<file path="src/rtl/br_delay_deskew_lanes_pkg.sv">
// Shared types for the lane deskew block: the alignment state machine encoding.
package br_delay_deskew_lanes_pkg;

  typedef enum logic [1:0] {
    IDLE,
    ALIGNING,
    ALIGNED,
    ERROR
  } state_e;

endpackage

</file>
<file path="src/rtl/br_delay_deskew_lane_fifo.sv">
// Per-lane flop FIFO used to absorb inter-lane skew; registered occupancy count.
module br_delay_deskew_lane_fifo #(
  parameter int Width = 1,
  parameter int Depth = 5
) (
  input  logic                         clk,
  input  logic                         rst_n,
  input  logic                         flush,
  input  logic                         push,
  input  logic [Width-1:0]             push_data,
  input  logic                         pop,
  output logic [Width-1:0]             pop_data,
  output logic                         empty,
  output logic                         full,
  output logic [$clog2(Depth+1)-1:0]   count
);

  localparam int PtrW = (Depth > 1) ? $clog2(Depth) : 1;
  localparam int CntW = $clog2(Depth + 1);

  logic [Width-1:0] mem_q [Depth];
  logic [Width-1:0] mem_d [Depth];
  logic [PtrW-1:0]  wr_q, wr_d, rd_q, rd_d;
  logic [CntW-1:0]  count_q, count_d;
  logic             do_push, do_pop;

  function automatic logic [PtrW-1:0] ptr_inc(input logic [PtrW-1:0] p);
    return (p == PtrW'(Depth - 1)) ? '0 : p + PtrW'(1);
  endfunction

  assign empty    = (count_q == '0);
  assign full     = (count_q == CntW'(Depth));
  assign count    = count_q;
  assign pop_data = mem_q[rd_q];

  always_comb begin
    do_pop  = pop && !empty;
    do_push = push && (!full || do_pop);
    mem_d   = mem_q;
    if (do_push) mem_d[wr_q] = push_data;
    wr_d    = do_push ? ptr_inc(wr_q) : wr_q;
    rd_d    = do_pop ? ptr_inc(rd_q) : rd_q;
    count_d = count_q + CntW'(do_push) - CntW'(do_pop);
    if (flush) begin
      wr_d    = '0;
      rd_d    = '0;
      count_d = '0;
    end
  end

  always_ff @(posedge clk) begin
    if (!rst_n) begin
      wr_q    <= '0;
      rd_q    <= '0;
      count_q <= '0;
    end else begin
      wr_q    <= wr_d;
      rd_q    <= rd_d;
      count_q <= count_d;
    end
  end

  always_ff @(posedge clk) begin
    mem_q <= mem_d;
  end

endmodule

</file>
<file path="src/rtl/br_delay_deskew_lanes.sv">
// Multi-lane deskew: buffers early lanes until every lane has data, then pops all in lockstep.
// Optional skew measurement output enabled by BR_DELAY_DESKEW_LANES_SKEW_MEAS_EN.
module br_delay_deskew_lanes
  import br_delay_deskew_lanes_pkg::*;
#(
  parameter int NumLanes = 2,
  parameter int Width    = 1,
  parameter int MaxSkew  = 4
) (
  input  logic                         clk,
  input  logic                         rst_n,
  input  logic                         flush,
  input  logic [NumLanes-1:0]          in_valid,
  input  logic [NumLanes*Width-1:0]    in_data,
  output logic                         out_valid,
  output logic [NumLanes*Width-1:0]    out_data,
  output logic                         error
`ifdef BR_DELAY_DESKEW_LANES_SKEW_MEAS_EN
  ,
  output logic [$clog2(MaxSkew+1)-1:0] max_skew_seen
`endif
);

  localparam int Depth = MaxSkew + 1;
  localparam int SkewW = $clog2(MaxSkew + 1);
  localparam int CntW  = $clog2(Depth + 1);

  if (NumLanes < 2) begin : g_chk_lanes
    $error("NumLanes must be >= 2");
  end
  if (Width < 1) begin : g_chk_width
    $error("Width must be >= 1");
  end
  if (MaxSkew < 1) begin : g_chk_skew
    $error("MaxSkew must be >= 1");
  end

  state_e                         state_q, state_d;
  logic [SkewW-1:0]               skew_q, skew_d;
  logic [NumLanes-1:0]            push, empty, full, have, nz_nxt;
  logic [NumLanes-1:0][CntW-1:0]  count;
  logic                           pop, overflow, fifo_flush;

  for (genvar l = 0; l < NumLanes; l++) begin : g_lane
    br_delay_deskew_lane_fifo #(
      .Width(Width),
      .Depth(Depth)
    ) u_fifo (
      .clk      (clk),
      .rst_n    (rst_n),
      .flush    (fifo_flush),
      .push     (push[l]),
      .push_data(in_data[l*Width +: Width]),
      .pop      (pop),
      .pop_data (out_data[l*Width +: Width]),
      .empty    (empty[l]),
      .full     (full[l]),
      .count    (count[l])
    );
  end

  always_comb begin
    out_valid = (state_q == ALIGNED) && (&(~empty));
    pop       = out_valid;
    overflow  = 1'b0;
    for (int unsigned l = 0; l < NumLanes; l++) begin
      push[l]   = in_valid[l] && !flush && (state_q != ERROR);
      have[l]   = !empty[l] || in_valid[l];
      // Lane still holds data after this cycle's pop/push.
      nz_nxt[l] = push[l] || (!empty[l] && !(pop && (count[l] == CntW'(1))));
      if (push[l] && full[l] && !pop) overflow = 1'b1;
    end

    state_d = state_q;
    skew_d  = '0;
    case (state_q)
      IDLE: begin
        if (&in_valid) begin
          state_d = ALIGNED;
        end else if (|in_valid) begin
          state_d = ALIGNING;
          skew_d  = SkewW'(1);
        end
      end
      ALIGNING: begin
        if (&have) begin
          state_d = ALIGNED;
        end else if (skew_q == SkewW'(MaxSkew)) begin
          state_d = ERROR;
        end else begin
          skew_d = skew_q + SkewW'(1);
        end
      end
      ALIGNED: begin
        if (~|nz_nxt) state_d = IDLE;
        else if (~&nz_nxt) state_d = ERROR;
      end
      default: state_d = ERROR;
    endcase

    if (overflow) state_d = ERROR;
    if (flush) begin
      state_d = IDLE;
      skew_d  = '0;
    end
    fifo_flush = flush || (state_d == ERROR);
  end

  always_ff @(posedge clk) begin
    if (!rst_n) begin
      state_q <= IDLE;
      skew_q  <= '0;
    end else begin
      state_q <= state_d;
      skew_q  <= skew_d;
    end
  end

  assign error = (state_q == ERROR);

`ifdef BR_DELAY_DESKEW_LANES_SKEW_MEAS_EN
  logic [SkewW-1:0] max_skew_q, max_skew_d;

  always_comb begin
    max_skew_d = max_skew_q;
    if ((state_q == ALIGNING) && (state_d == ALIGNED) && (skew_q > max_skew_q))
      max_skew_d = skew_q;
    if (flush) max_skew_d = '0;
  end

  always_ff @(posedge clk) begin
    if (!rst_n) max_skew_q <= '0;
    else        max_skew_q <= max_skew_d;
  end

  assign max_skew_seen = max_skew_q;
`endif

  a_valid_no_err: assert property (@(posedge clk) disable iff (!rst_n) out_valid |-> !error);

endmodule

</file>
<file path="config.mk">
export PLATFORM = sky130hd
export DESIGN_NAME = br_delay_deskew_lanes
export DESIGN_NICKNAME = d
export VERILOG_FILES = /design/src/rtl/br_delay_deskew_lanes_pkg.sv /design/src/rtl/br_delay_deskew_lane_fifo.sv /design/src/rtl/br_delay_deskew_lanes.sv
export SDC_FILE = /design/constraint.sdc
export NUM_CORES = 1
export LEC_CHECK = 0
export CAP_MARGIN = 20
export CORE_UTILIZATION = 30
export DETAILED_ROUTE_END_ITERATION = 10
export PLACE_DENSITY = 0.56
export SYNTH_ARGS = -nofsm -noshare
export SYNTH_HDL_FRONTEND = slang
export SYNTH_SLANG_ARGS = --single-unit
export TNS_END_PERCENT = 100
</file>
<file path="constraint.sdc">
create_clock -name clk -period 2.4 [get_ports clk]
set_input_delay 0.48 -clock clk [delete_from_list [all_inputs] [get_ports clk]]
set_output_delay 0.48 -clock clk [all_outputs]
set_load 0.1 [all_outputs]
</file>
## Word level (Yosys, flattened, before mapping)

Cells that the tools add are included.

| word-level totals | value |
|---|---|
| register bits after elaboration | 33 |
| latch bits | 0 |
| bits in writable memories | 0 |
| bits in read-only memories | 0 |
| input bits | 7 |
| output and inout port bits | 4 |
| word-level logic and storage cells | 130 |
| memories kept | 0 |

| operators by class | value |
|---|---|
| add/subtract/negate cells | 9 |
| $mul | 0 |
| div/mod/pow operators | 0 |
| order comparisons | 6 |
| equal/unequal tests | 14 |
| shift-type cells | 0 |
| multiplexer cells | 32 |
| bitwise gates (word level) | 6 |
| reductions and logical operators | 45 |

Operators by type and width:

| operator | count |
|---|---|
| $eq 3x3->1 const B | 7 |
| $logic_and 1x1->1 | 19 |
| $mux 3 | 6 |
| $ge 4x4->1 const B | 4 |
| $mux 2 | 8 |
| $not 3->4 | 4 |
| $add 3x1->3 const B | 5 |
| $bwmux 5 | 2 |
| $mux 1 | 10 |
| $logic_not 1->1 | 8 |
| $lt 4x1->1 const B | 2 |
| $reduce_and 2->1 | 4 |
| $reduce_or 2->1 | 4 |
| $logic_or 1x1->1 | 7 |
| $add 3x1->3 | 2 |
| $bmux 1 s3 | 2 |
| $demux 1 s3 | 2 |
| $eq 2x2->1 const B | 3 |
| $eq 3x1->1 const B | 2 |
| $logic_not 3->1 | 2 |
| $pmux 2 s3 | 1 |
| $pmux 3 s2 | 1 |
| $sub 3x1->3 | 2 |
| $eq 2x1->1 const B | 1 |
| other kinds (4) | 4 |

## Depth between registers and ports, before layout

Gate-level depths: netlist of the first run.

| depth | value |
|---|---|
| depth after elaboration | 17 |
| gate-level depth with buffers | 11 |
| gate-level depth less buffers | 10 |

## By module

A second synthesis of the first run with hierarchy kept.

| second synthesis, totals | value |
|---|---|
| cell total of the unflattened synthesis | 204 |
| area, all modules | 1944.4 µm² |

By module, submodules not included:

| module | times used | cells an instance | area each (µm²) |
|---|---|---|---|
| br_delay_deskew_lane_fifo (g_lane[1].u_fifo) | 1 | 76 | 770.7 |
| br_delay_deskew_lane_fifo (g_lane[0].u_fifo) | 1 | 73 | 739.5 |
| br_delay_deskew_lanes | 1 | 55 | 434.2 |

## Least setup slack after synthesis of the first run

Ideal clock, no wire load.

| path | value |
|---|---|
| path kind | reg2out |
| from | register state_q[0] |
| to | output out_valid |
| arrival | 2.645 ns |
| required time | 1.920 ns |
| path slack | -0.725 ns |
| stages on the path, launching flop included | 4 |
| path buffers | 1 |
| path through | dfxtp_1 nand2b_1 buf_6 nor3_1 |

| on the way | value |
|---|---|
| word-level cells in the longest chain between the ends | 2 |

Ends and longest elaborated chain:

| item | RTL line | RTL |
|---|---|---|
| start, declared | br_delay_deskew_lanes.sv:38 | `state_e state_q, state_d;` |
| start signal, assigned | br_delay_deskew_lanes.sv:114 | `state_q <= state_d;` |
| $eq 2x2->1 | br_delay_deskew_lanes.sv:63 | `out_valid = (state_q == ALIGNED) && (&(~empty));` |
| $logic_and 1x1->1 | br_delay_deskew_lanes.sv:63 |  |
| end, declared | br_delay_deskew_lanes.sv:15 | `output logic out_valid,` |

Every way passes these cells.

## Worst setup path after layout of the first run

| path | value |
|---|---|
| from | register g_lane[0].u_fifo.rd_q[0] |
| to | output out_data[0] |

| on the way | value |
|---|---|
| word-level cells in the longest chain between the ends | 4 |

Ends and longest elaborated chain:

| item | RTL line | RTL |
|---|---|---|
| start, declared | br_delay_deskew_lane_fifo.sv:23 | `logic [PtrW-1:0] wr_q, wr_d, rd_q, rd_d;` |
| start signal, assigned | br_delay_deskew_lane_fifo.sv:58 | `rd_q <= rd_d;` |
| $not 3->4 (implied by the code) | br_delay_deskew_lane_fifo.sv:34 | `assign pop_data = mem_q[rd_q];` |
| $bmux 1 s3 | br_delay_deskew_lane_fifo.sv:34 |  |
| $mux 1 (implied by the code) (2 in series) | br_delay_deskew_lane_fifo.sv:34 |  |
| end, declared | br_delay_deskew_lanes.sv:16 | `output logic [NumLanes*Width-1:0] out_data,` |

Every way passes these cells. The select of a mux whose other input is x is not followed.

==> results of run 1 <==
==> cell type report <==
| class | instances | area (um2) | share of cell area |
|---|---|---|---|
| clock buffers | 6 | 72.6 | 0.0302 |
| clock inverters | 2 | 10.0 | 0.00417 |
| inverters | 24 | 90.1 | 0.0375 |
| multi-input cells | 129 | 1110 | 0.464 |
| flip-flops and latches | 33 | 761 | 0.317 |
| well taps | 77 | 96.3 | 0.0401 |
| repair buffers | 24 | 258 | 0.107 |
==> kinds of logic (layout without fill, tap and decap cells) <==
| family | count (synthesis) | count (layout) | share of synthesized area |
|---|---|---|---|
| flops | 33 | 33 | 0.378 |
| fa+ha+maj | 18 | 18 | 0.119 |
| compound gates | 32 | 32 | 0.115 |
| simple gates | 65 | 65 | 0.228 |
| mux | 9 | 9 | 0.0572 |
| xor+xnor | 5 | 5 | 0.0218 |
| buf+inv | 32 | 56 | 0.0802 |
==> placed cells by master, fill, tap and decap left out, types with 2 or more instances in the layout <==
cell / netlist / routed
nor3b_1: 3 / 3
edfxtp_1: 10 / 10
ha_1: 16 / 16
o21ai_0: 5 / 5
nor4b_1: 5 / 5
clkbuf_8: 0 / 5
and3b_1: 2 / 2
a21oi_1: 7 / 7
clkinv_2: 0 / 2
buf_4: 2 / 13
nor2b_1: 2 / 2
and2b_2: 2 / 2
clkdlybuf4s50_1: 0 / 6
mux4_2: 2 / 2
a211oi_1: 3 / 3
xnor2_1: 5 / 5
nand2b_1: 2 / 2
nor3_1: 10 / 8
nor3_4: 1 / 3
a31oi_1: 3 / 3
nor3_2: 12 / 12
nand2_1: 6 / 6
nor2_1: 5 / 5
fa_1: 2 / 2
nor4_1: 9 / 9
inv_1: 24 / 24
o21a_1: 3 / 3
buf_12: 1 / 5
dfxtp_1: 23 / 23
mux2i_1: 7 / 7
a41o_1: 2 / 2
==> worst register-to-register path: cells and delay by family, from the launching register on <==
family | cells | cell delay, ps
buf+inv | 2 | 100
simple gates | 3 | 600
flops | 1 | 310
fa+ha+maj | 3 | 760
xor+xnor | 2 | 330
==> report_power, final <==
group	internal, mW	switching (mW)	total (mW)
clock	0.201	0.192	0.392
sequential	0.582	0.00766	0.590
combinational	0.0647	0.0747	0.139
==> stage by stage <==
stage / total power [mW] / instance area (um2) / util / worst slack, ps / cells
floorplan: 0.692 / 2020 / - / 33.7 / 194
global placement: 0.741 / 2300 / 0.359 / -63.4 / 287
detailed placement: 0.742 / 2300 / 0.359 / -61.0 / 287
global route: 1.19 / 2400 / 0.374 / 3.06 / 295
CTS: 1.14 / 2390 / 0.372 / 64.1 / 295
finish: 1.12 / 2400 / 0.374 / 131 / 295
==> worst min-delay path by stage <==
stage | start | endpoint | depth (start not counted)
final | skew_q[2] | skew_q[2] | 2
after floorplan | state_q[1] | skew_q[0] | 1
after global placement | skew_q[2] | skew_q[2] | 2
after CTS | skew_q[2] | skew_q[2] | 2
after global routing | skew_q[2] | skew_q[2] | 2
after detailed placement | skew_q[2] | skew_q[2] | 2
==> registers in the layout, indices dropped and copies added (netlist names) <==
name                 count
g_lane.u_fifo.wr_q       6
skew_q                   3
g_lane.u_fifo.mem_q     10
state_q                  2
g_lane.u_fifo.count      6
g_lane.u_fifo.rd_q       6
==> layer usage <==
layer / track usage / wire [um]
met1: 0.142 / 1740
met2: 0.173 / 1570
met3: 0.0267 / 87
met4: 0.0502 / 57
met5: 0 / 0
==> synthesized netlist by cell type (2+ instances only) <==
| cell | instances | area [um2] |
|---|---|---|
| nand2_1 | 6 | 22.5 |
| nor3_2 | 12 | 120 |
| a31oi_1 | 3 | 18.8 |
| ha_1 | 16 | 200 |
| nor3b_1 | 3 | 22.5 |
| nor2_1 | 5 | 18.8 |
| nor4b_1 | 5 | 43.8 |
| nor4_1 | 9 | 56.3 |
| a211oi_1 | 3 | 22.5 |
| dfxtp_1 | 23 | 460 |
| o21ai_0 | 5 | 25.0 |
| nor3_1 | 10 | 50.1 |
| and2b_2 | 2 | 17.5 |
| buf_4 | 2 | 15.0 |
| mux4_2 | 2 | 45.0 |
| fa_1 | 2 | 40.0 |
| inv_1 | 24 | 90.1 |
| nor2b_1 | 2 | 12.5 |
| edfxtp_1 | 10 | 300 |
| buf_2 | 2 | 10.0 |
| a21oi_1 | 7 | 35.0 |
| a41o_1 | 2 | 20.0 |
| nand2b_1 | 2 | 12.5 |
| xnor2_1 | 5 | 43.8 |
| mux2i_1 | 7 | 70.1 |
| buf_6 | 2 | 22.5 |
| and3b_1 | 2 | 17.5 |
| o21a_1 | 3 | 22.5 |
==> results_dict.tcl, run 1 <==
set metrics [dict create \
    run_status "finished clean" \
    path_max_fanout 5 \
    cts_buffer_depth 2 \
    drtAntennaViolNets 0 \
    finalCriticalPeriod_ps 2270 \
    critPathRequiredTime_ps 1920 \
    cts_tree "done" \
    grt_pass1_vias 1402 \
    initial_core_util 0.313 \
    die_x_um 83.9 \
    clk_latency_ps 280 \
    syn_to_final_growth_pct 19.3 \
    r2r_start "state_q[0]" \
    pwr_density_cell_mw_per_mm2 467 \
    finalHoldViolations 0 \
    grtUsageTotal 0.110 \
    cts_setup_buffers 0 \
    tns_ps 0 \
    ys_async_sr_fraction 0 \
    ys.flop_type "dfxtp_1" \
    cp.arrival_ps 1790 \
    cp.depth 4 \
    drc 0 \
    endpoint_kind "output port" \
    synth_nets 219 \
    clkSinkCount 33 \
    drt-initial-drc-count 81 \
    finalCritPeriodShare 0.946 \
    fillCellCount 641 \
    wl_per_cell_um 11.7 \
    viasPerCell 4.86 \
    firstDrtPassIters 4 \
    yosys_warnings 0 \
    die_h_um 83.9 \
    diodes 0 \
    grt.overflow.total 0 \
    routabilityCongestion 0.784 \
    htreeDepth 2 \
    grt_pass1_wl_um 6210 \
    r2r-end "g_lane[0].u_fifo.count[2]" \
    holdBufCountCts 0 \
    cts_root_buf "clkbuf_8" \
    avgSynthCellArea_um2 10.4 \
    dr_total_vias 1435 \
    dp_hpwl_um 2600 \
    setup_viol 0 \
    clk_pin_slew_ps 70 \
    yosysSeqAreaShare 0.378 \
    synth_cells 194 \
    rsz0062_at_grt "no" \
    path_cells "mux4_2, nor2b_1, a41o_1, buf_12" \
    max_slew_margin 0.748 \
    slew_viol_final 0 \
    ys_ff_latch 33 \
    routed_wl_um 3460 \
    grt_max_degree 18 \
    tightest_slew_ps 373 \
    coreArea_mm2 0.00642 \
    antenna_found_initial 0 \
    critPathCapture "out_data[0]" \
    crit_buf_inv 1 \
    drv_cap 0 \
    dieArea_mm2 0.00704 \
    p_leak_nw 0.894 \
    min_path_type "reg2reg" \
    netlist_area_mm2 0.00201 \
    skew_ps 4.42 \
    crit_family "multiplexers" \
    slowest_delay_ps 520 \
    ys_types 46 \
    crit_slowest_cell "mux4_2" \
    drive_gt1_frac 0.229 \
    reg2regPathDepth 10 \
    peakVddDrop_v 0.000145 \
    crit_path_start_kind "register" \
    hold_slack_ps 561 \
    ff2ff_setup_slack_ps 190 \
    crit_start "g_lane[0].u_fifo.rd_q[0]" \
    crit_type "reg2out" \
    ios 11 \
    fmax_mhz 441 \
    nets 242 \
    rows 29 \
    numPortBuffers 10 \
    postCtsResizedCells 0 \
    synth-edff-count 10 \
    cts_made_buffers 5 \
]
No activity file was read; power rests on OpenSTA's default activity.
==> run 2: changes to the inputs <==
- PLACE_DENSITY: 0.56 -> default
- PLACE_DENSITY_LB_ADDON: default -> 0.25
==> run 2 against run 1 <==
Via count shrank 0.14%. First-iteration DRC count shrank 44%. Final cell count grew 1.0%. Worst setup slack gained 21 ps. Fmax grew 0.95%. Clock skew is essentially flat. Register-to-register slack is essentially flat. Power grew 0.71%. Count of clock-buffer cells in the layout is the same. Clock power grew 1%. Flip-flop and latch count is the same. Routed wire length shrank 2.1%. Critical path type unchanged. Largest cell class unchanged.
==> results_dict.tcl, run 2 (synthesis gave the netlist of run 1 again) <==
set metrics [dict create \
    skew_ps 4.56 \
    min_path_type "reg2reg" \
    critPathRequiredTime_ps 1920 \
    drt-initial-drc-count 45 \
    cts_root_buf "clkbuf_8" \
    setup_viol 0 \
    mostFrequentLayoutCells "24 x inv_1, 23 x dfxtp_1, 16 x ha_1, 16 x buf_4, 13 x nor3_2" \
    crit_type "reg2out" \
    largest-register "g_lane.u_fifo.mem_q" \
    run_status "finished clean" \
    ios 11 \
    path_cells "mux4_2, nor2b_1, a41o_1, buf_12" \
    drv_cap 0 \
    largest_register_ffs 10 \
    rows 29 \
    path_max_fanout 5 \
    drtAntennaViolNets 0 \
    numPortBuffers 10 \
    finalCriticalPeriod_ps 2250 \
    crit_family "multiplexers" \
    placed_area_mm2 0.00231 \
    cts_made_buffers 5 \
    routabilityCongestion 0.766 \
    coreArea_mm2 0.00642 \
    drc 0 \
    firstDrtPassIters 4 \
    max_slew_margin 0.759 \
    grt_pass1_wl_um 5830 \
    wirelength_met1_um 1730 \
    dieArea_mm2 0.00704 \
    die_h_um 83.9 \
    crit_slowest_cell "mux4_2" \
    finalPower_mw 1.13 \
    slowest_delay_ps 510 \
    diodes 0 \
    routed_wl_um 3390 \
    viasPerCell 4.81 \
    grt_pass1_vias 1330 \
    rsz0062_at_grt "no" \
    cp.arrival_ps 1770 \
    cts_tree "done" \
    dp_hpwl_um 2470 \
    finalInstanceArea_mm2 0.00243 \
    antenna_found_initial 0 \
    finalCritPeriodShare 0.937 \
    finalHoldViolations 0 \
    peakVddDrop_v 0.000225 \
    slew_viol_final 0 \
    grtUsageTotal 0.104 \
    clk_latency_ps 280 \
    drive_gt1_frac 0.244 \
    met2WireLength_um 1500 \
    clkSinkCount 33 \
    die_x_um 83.9 \
    mostFrequentLayoutCell "inv_1" \
    initial_core_util 0.313 \
    wl_per_cell_um 11.4 \
    crit_buf_inv 1 \
    tightest_slew_ps 356 \
    pwr_density_cell_mw_per_mm2 465 \
    grt_max_degree 18 \
    met3_length_um 96 \
    cts_buffer_depth 2 \
    nets 245 \
    grt.overflow.total 0 \
    syn_to_final_growth_pct 20.6 \
    p_leak_nw 0.907 \
    htreeDepth 2 \
    clk_pin_slew_ps 70 \
    dr_total_vias 1433 \
    crit_path_start_kind "register" \
    fmax_mhz 445 \
    top_layer_used "met4" \
    endpoint_kind "output port" \
]
## run 2: cell types whose count changed in the layout (fill, tap and decap cells not counted), sizes merged
cell	delta
buf	+3
## run 2: metal layers
metal | GRT usage | vias up
met5 | 0 | -
met1 | 0.133 | 654
met2 | 0.164 | 16
met3 | 0.0267 | 6
li1 | - | 757
met4 | 0.0470 | 0
## run 2: worst register-to-register path, delay by kind of cell (launching register included)
family                   cells  cell delay, ps
adder cells (fa/ha/maj)      3             760
AND/OR/NAND/NOR              3             350
XOR/XNOR                     2             300
flip-flops                   1             450
buffers and inverters        3             240
## run 2: through the flow
stage	util	hold WS, ps	instances	worst slack, ps	setup TNS (ps)
final	0.378	552	298	152	0
after global routing	0.378	591	298	17.2	0
after CTS	0.373	559	296	49.6	0
after detailed placement	0.360	541	288	-60.0	-60.0
after global placement	0.360	537	288	-70.0	-70.0
after floorplan	-	503	194	33.7	0
## run 2: what timing repair did
action,in CTS,in global routing
buffers inserted,0,2
setup endpoints to repair,0,2
gates resized for setup,0,3
hold buffers,0,0
## run 2: where the power goes
part,internal [mW],switching [mW],leakage (nW)
combinational,0.0672,0.0765,0.585
clock,0.201,0.195,0.0450
sequential,0.582,0.00757,0.277
## run 2: worst paths after layout
kind                              from                         to  slack [ps]  cells after the start
max reg2reg  g_lane[0].u_fifo.count[2]  g_lane[0].u_fifo.count[2]         190                     11
min reg2reg                  skew_q[2]                  skew_q[2]         550                      2
min                          skew_q[2]                  skew_q[2]         550                      2
max           g_lane[1].u_fifo.rd_q[0]                out_data[1]         150                      4
## run 2: cell type report
cell class	instances	area [um2]
Clock inverter	2	10.0
Tap cell	77	96.3
Fill cell	618	4000
Timing Repair Buffer	27	280
Clock buffer	6	72.6
Sequential cell	33	761
Multi-Input combinational cell	129	1120
Inverter	24	90.1
==> run 3: changes to the inputs <==
- SLEW_MARGIN: default -> 25
==> results of run 3 <==
Final layout, timing and power as in run 2 (identical DEF).
